`config.mk`:
```
export PLATFORM = sky130hd
export DESIGN_NAME = long_and_rr_arbiter
export DESIGN_NICKNAME = d
export VERILOG_FILES = /design/src/rtl/long_and_arb_pkg.sv /design/src/rtl/long_and.sv /design/src/rtl/long_and_rr_arbiter.sv
export SDC_FILE = /design/constraint.sdc
export NUM_CORES = 1
export LEC_CHECK = 0
export ABC_AREA = 1
export CAP_MARGIN = 20
export CORE_ASPECT_RATIO = 0.7
export CORE_MARGIN = 2
export CORE_UTILIZATION = 39
export DETAILED_ROUTE_END_ITERATION = 12
export HOLD_SLACK_MARGIN = 0.05
export PLACE_DENSITY = 0.85
export SLEW_MARGIN = 10
export SYNTH_ARGS = -nofsm -noshare
export SYNTH_HDL_FRONTEND = slang
export SYNTH_SLANG_ARGS = --single-unit
export TNS_END_PERCENT = 50
```
`constraint.sdc`:
```
create_clock -name clk -period 3.1 [get_ports clk]
set_input_delay 0.62 -clock clk [delete_from_list [all_inputs] [get_ports clk]]
set_output_delay 0.62 -clock clk [all_outputs]
set_load 0.02 [all_outputs]
```
`src/rtl/long_and_arb_pkg.sv`:
```
// Shared types and helpers for the long_and round-robin arbiter slice.
package long_and_arb_pkg;

  typedef enum logic {IDLE, BUSY} state_e;

  function automatic int id_width(input int n);
    return (n > 1) ? $clog2(n) : 1;
  endfunction

endpackage

```
`src/rtl/long_and.sv`:
```
// AND-reduction of one LENGTH-bit operand vector.
module long_and #(
  parameter int LENGTH = 8
) (
  input  logic [LENGTH-1:0] a_i,
  output logic              y_o
);

  assign y_o = &a_i;

endmodule

```
`src/rtl/long_and_rr_arbiter.sv`:
```
// Round-robin sharing of a single long_and reducer among NREQ requesters,
// with a one-deep registered response carrying the requester id.
module long_and_rr_arbiter
  import long_and_arb_pkg::*;
#(
  parameter  int LENGTH = 8,
  parameter  int NREQ   = 4,
  localparam int ID_W   = id_width(NREQ)
) (
  input  logic                   clk,
  input  logic                   rst_n,
  input  logic [NREQ-1:0]        req_valid,
  input  logic [NREQ*LENGTH-1:0] req_data,
  output logic [NREQ-1:0]        req_ready,
  output logic                   rsp_valid,
  output logic                   rsp_y,
  output logic [ID_W-1:0]        rsp_id,
  input  logic                   rsp_ready
);

  localparam int unsigned NREQ_U = NREQ;

  state_e            state_q;
  logic [ID_W-1:0]   ptr_q;
  logic [ID_W-1:0]   ptr_d;
  logic              rsp_y_q;
  logic [ID_W-1:0]   rsp_id_q;

  logic              can_accept;
  logic              accept;
  logic [ID_W-1:0]   grant_idx;
  logic [LENGTH-1:0] operand;
  logic              y;

  // First valid index scanning ptr, ptr+1, ... modulo NREQ.
  function automatic logic [ID_W-1:0] rr_pick(input logic [NREQ-1:0] valid,
                                              input logic [ID_W-1:0] ptr);
    logic [ID_W-1:0] pick;
    logic            found;
    int unsigned     idx;
    pick  = '0;
    found = 1'b0;
    for (int unsigned k = 0; k < NREQ_U; k++) begin
      idx = (32'(ptr) + k) % NREQ_U;
      if (!found && valid[idx]) begin
        pick  = ID_W'(idx);
        found = 1'b1;
      end
    end
    return pick;
  endfunction

  assign can_accept = (state_q == IDLE) | rsp_ready;
  assign grant_idx  = rr_pick(req_valid, ptr_q);
  // rst_n gates the grant so nothing is offered while reset is held.
  assign accept     = rst_n & can_accept & (|req_valid);

  always_comb begin
    req_ready = '0;
    operand   = '0;
    for (int unsigned i = 0; i < NREQ_U; i++) begin
      if (grant_idx == ID_W'(i)) begin
        req_ready[i] = accept;
        operand      = req_data[i*LENGTH +: LENGTH];
      end
    end
  end

  always_comb begin
    ptr_d = ptr_q;
    if (accept) begin
      if (32'(grant_idx) == NREQ_U - 1) ptr_d = '0;
      else                              ptr_d = grant_idx + 1'b1;
    end
  end

  long_and #(.LENGTH(LENGTH)) u_long_and (
    .a_i (operand),
    .y_o (y)
  );

  always_ff @(posedge clk or negedge rst_n) begin
    if (!rst_n) begin
      state_q  <= IDLE;
      ptr_q    <= '0;
      rsp_y_q  <= 1'b0;
      rsp_id_q <= '0;
    end else begin
      ptr_q <= ptr_d;
      if (accept) begin
        state_q  <= BUSY;
        rsp_y_q  <= y;
        rsp_id_q <= grant_idx;
      end else if (state_q == BUSY && rsp_ready) begin
        state_q <= IDLE;
      end
    end
  end

  assign rsp_valid = (state_q == BUSY);
  assign rsp_y     = rsp_y_q;
  assign rsp_id    = rsp_id_q;

endmodule
```
; ---- Word-level counts from Yosys, hierarchy flattened
; Index checks and enable logic that the tools add are counted.
; Widths: inputs -> output; s select.
[totals]
in_bits = 39
register_bits = 6
[classes]
bitwise = 4
n_eq_ne = 3
reduce_logical = 11
n_mux = 26
n_lt_le_gt_ge = 4
n_addsub = 4
[ops]
columns = cell, count
row1 = $mux 8, 4
row2 = $mux 1, 13
row3 = $lt 2x3->1 const B, 4
row4 = $mux 2, 5
row5 = $bmux 1 s2, 4
row6 = $reduce_and 8->1, 1
row7 = $add 2x1->2 const B, 2
row8 = $add 2x2->2 const B, 2
row9 = $eq 2x2->1 const B, 2
row10 = $logic_and 1x1->1, 4
row11 = $reduce_or 4->1, 1
row12 = $logic_not 1->1, 3
row13 = $and 1x1->1, 2
row14 = $eq 2x1->1 const B, 1
row15 = $logic_not 2->1, 1
row16 = $reduce_bool 2->1, 1
row17 = $not 1->1, 1
row18 = $or 1x1->1, 1

; ---- Logic depth before layout (Yosys ltp)
[depth]
ltp_word = 18
depth_mapped = 21

; ---- By module
; Synthesis repeated with hierarchy kept, for this count alone.
[hier_totals]
cells_unflattened = 158
area_unflattened_um2 = 920.9
[modules_own_cells]
columns = mod, seq_area_each_um2, cells_each, n_inst, area_per_inst_um2
row1 = long_and_rr_arbiter, 150.1, 147, 1, 879.6
row2 = long_and, 0.0, 11, 1, 41.3

; ---- Worst setup path after synthesis
; No wires, ideal clock.
[synth_timing]
path_type = in2out
startpoint = input port req_valid[1]
endpoint = output port req_ready[2]
path_slack_ps = 643
cell_stages = 11
arrival_ps = 1837
t_required_ps = 2480
n_path_buf = 0
path_cell_list = inv_1 -> nand2_1 -> and2_4 -> nor3_4 -> inv_1 -> nand2_2 -> nand2_2 -> inv_1 -> ha_1 -> inv_1 -> nor2_1
[synth_via]
elab_chain_len = 14
[synth_rtl]
columns = element, line
row1 = "start, declared", long_and_rr_arbiter.sv:12  ; input logic [NREQ-1:0] req_valid,
row2 = $bmux 1 s2, long_and_rr_arbiter.sv:45  ; if (!found && valid[idx]) begin
row3 = $mux 1 (implied by the code), long_and_rr_arbiter.sv:45
row4 = $mux 1, long_and_rr_arbiter.sv:45
row5 = $logic_not 1->1, long_and_rr_arbiter.sv:45
row6 = $logic_and 1x1->1, long_and_rr_arbiter.sv:45
row7 = $mux 1, long_and_rr_arbiter.sv:45
row8 = $logic_not 1->1, long_and_rr_arbiter.sv:45
row9 = $logic_and 1x1->1, long_and_rr_arbiter.sv:45
row10 = $mux 1, long_and_rr_arbiter.sv:45
row11 = $logic_not 1->1, long_and_rr_arbiter.sv:45
row12 = $logic_and 1x1->1, long_and_rr_arbiter.sv:45
row13 = $mux 2 (*), long_and_rr_arbiter.sv:45
row14 = via grant_idx[0], long_and_rr_arbiter.sv:31  ; logic [ID_W-1:0] grant_idx;
row15 = $eq 2x2->1 (*), long_and_rr_arbiter.sv:62  ; if (grant_idx == ID_W'(i)) begin
row16 = $mux 1 (*), long_and_rr_arbiter.sv:62
row17 = "end, declared", long_and_rr_arbiter.sv:14  ; output logic [NREQ-1:0] req_ready,
; Mark *: on every way through the listed nets, which the timed path passes. The rest lies on a longest branch. The select of a mux whose other input is x is not followed.

; ---- Worst setup path in the final report
[layout_timing]
startpoint = input port req_valid[3]
endpoint = output port req_ready[3]
; The elaborated chain is that of the path after synthesis.

==> results.toml <==
[global_route]
antenna_found_initial = 0
grt_max_degree = 11
grt_pass1_wl_um = 3470
grt_overflow = 0
grt_pass1_vias = 788
grt_usage = 0.204

[worst_setup_path]
critPathBufInv = 6
cp-start-kind = "input port"
cp_slowest_cell = "clkdlybuf4s50_1"
path_class = "in2out"
required_ns = 2.48
crit_chain = "clkdlybuf4s50_1, inv_2, nand2_1, nand2_1, inv_1, nor2_2, nand4_1, nand3_2, buf_4, ha_1, inv_1, nor2_1, buf_4"
critical-path-max-stage-delay_ns = 0.47
r2r_slack_ns = 0.64
crit_fanout = 3
arrival_ns = 2.36
crit_family = "buffers and inverters"
critPathCaptureType = "output port"

[final_layout]
area_growth_pct = 80.5
diodes = 0
ff_latch_area_um2 = 150
multi_input_area_um2 = 515
final_nets = 220
final_cell_count_no_fill = 197
drive_above_1_share = 0.269
fillers = 144

[clock_tree]
clockBufferDepth = 2
clkSlewWorstSetupHoldPaths_ns = 0.04
cts-root-buf = "clkbuf_4"
holdBufCountCts = 0
cts_tree = "built"
clk-insertion-delay-late_ns = 0.24
cts.sinks = 6
cts_max_level = 1
numCtsBuffers = 3

[sta]
fin_crit_ns = 2.98
fin_worst_skew_ns = 0.00671
slew_headroom = 0.685
drv_slew = 0
worst_pin_slew_ns = 0.473
hold_ws_ns = 0.474
max_freq_mhz = 336
period_share = 0.961
finalSetupViolations = 0
finalHoldViolations = 0

[synthesis]
yosys.cell_types.count = 19
mappedNetlistArea_um2 = 739
yosysSeqAreaShare = 0.203
syn_avg_cell_area_um2 = 6.37
syn-num-nets = 159
netlist_instances = 116
synth_seq_cells = 6
yosys_warnings = 0

[detailed_routing]
drt-initial-drc-count = 24
viasPerCell = 4.62
wl_per_cell_um = 11.8
dr.pass1.iters = 4
num_vias = 910
drt-total-wl_um = 2330
ant_nets = 0
drcViolationCount = 0

[pwr]
powerDensity_nw_per_um2 = 862
ir_drop_v = 0.000655
p_leak_nw = 0.676

[place]
place.gp.congestion = 0.740
placed_cells = 193
numPortBuffers = 46
dp_hpwl_um = 2020

[hold_path]
hold_path.class = "reg2reg"

[run]
drv_cap = 0

[floorplanning]
rows = 13
start_util = 0.406
chipWidth_um = 56.0
dieArea_um2 = 2270
core_um2 = 1820
ios = 47
die_h_um = 40.4

[status]
outcome = "complete, no violations"
[metal layers]
layer | global-route usage | vias up | part of all wire | routed length [um]
met1 | 0.221 | 386 | 0.40 | 927
li1 | - | 478 | - | -
met5 | 0 | - | 0 | 0
met3 | 0.0613 | 0 | 0.094 | 218
met2 | 0.391 | 46 | 0.51 | 1180
met4 | 0.0893 | 0 | 0 | 0
[kinds of logic after synthesis]
group | after synthesis | share of synthesized area
flip-flops | 6 | 0.203
buffers and inverters | 21 | 0.134
AND/OR/NAND/NOR | 80 | 0.550
adder cells (fa/ha/maj) | 4 | 0.0677
AO/OA/AOI/OAI | 5 | 0.0457
[Yosys cell counts]
library cell  instances  area, um^2
nand2_1              37         139
inv_1                17        63.8
nand2_2              10        62.6
nand3_1              10        50.1
nor2_1               10        37.5
dfrtp_1               6         150
nand4_1               6        37.5
ha_1                  4        50.1
nand2_4               4        45.0
buf_6                 2        22.5
o31ai_1               2        15.0
a21oi_1               1        5.00
and2_4                1        8.76
inv_2                 1        3.75
inv_6                 1        8.76
nand3_2               1        10.0
nor3_4                1        16.3
o21ai_0               1        5.00
o21ai_2               1        8.76
[path summary, 6_finish.rpt]
check	from	end	depth (start not counted)
worst max-delay path	req_valid[3]	req_ready[3]	13
worst min-delay path	rsp_y	rsp_y	2
worst max register to register	ptr_q[0]	rsp_y	20
worst min register to register	rsp_y	rsp_y	2
max in group asynchronous	rst_n	rsp_y	2
min in group asynchronous	rst_n	rsp_valid	2
[cell usage in the layout, fill, tap and decap left out]
master,count
clkdlybuf4s50_1,40
nand2_1,35
buf_4,15
inv_1,14
nand2_2,12
nor2_1,9
nand3_1,8
nand4_1,6
dfrtp_1,6
inv_2,4
nand2_4,4
ha_1,4
nand3_2,3
clkbuf_4,3
o31ai_1,2
dlymetal6s2s_1,2
inv_6,1
o21ai_4,1
and2_4,1
nor2_2,1
nor3_4,1
o21ai_0,1
a21oi_1,1
buf_2,1
[area by class of cell]
cell class	count	area share
clock buffers	3	0.0169
inverters	19	0.0572
multi-input cells	89	0.386
flip-flops and latches	6	0.112
well taps	22	0.0206
repair buffers	58	0.407
[per-stage QoR]
| stage | util | power, mW | setup slack (ns) | instance area [um^2] | TNS (ns) |
|---|---|---|---|---|---|
| 3_3_place_gp | 0.707 | 1.01 | -0.307 | 1290 | -1.12 |
| 2_1_floorplan | - | 0.670 | 0.643 | 739 | 0 |
| 5_1_grt | 0.733 | 1.25 | -0.00315 | 1340 | -0.00315 |
| 4_1_cts | 0.712 | 1.11 | 0.0134 | 1300 | 0 |
| 6_report | 0.733 | 1.15 | 0.122 | 1340 | 0 |
| 3_5_place_dp | 0.707 | 1.05 | -0.383 | 1290 | -1.44 |
[flip-flops by register name, summed over array words and instances (netlist names)]
name	flops
rsp_valid	1
rsp_y	1
rsp_id	2
ptr_q	2
[power by group]
part,leakage (nW),switching (mW),internal (mW),total [mW]
registers,0.0748,0.0447,0.108,0.152
logic,0.587,0.491,0.438,0.929
clock network,0.0138,0.0265,0.0437,0.0702
total,0.676,0.562,0.589,1.15
[repair_timing]
item                       CTS  global route
resized for setup           15            15
setup endpoints to repair    4             4
cloned                       0             0
setup buffers                0             1
pin swaps                    0             3
[tightest hold or removal path, cell delays in order (launching register included)]
cell	delay [ns]
dfrtp_1	0.33
nand2_1	0.05
nand2_1	0.06
No activity file was read; power rests on OpenSTA's default activity.
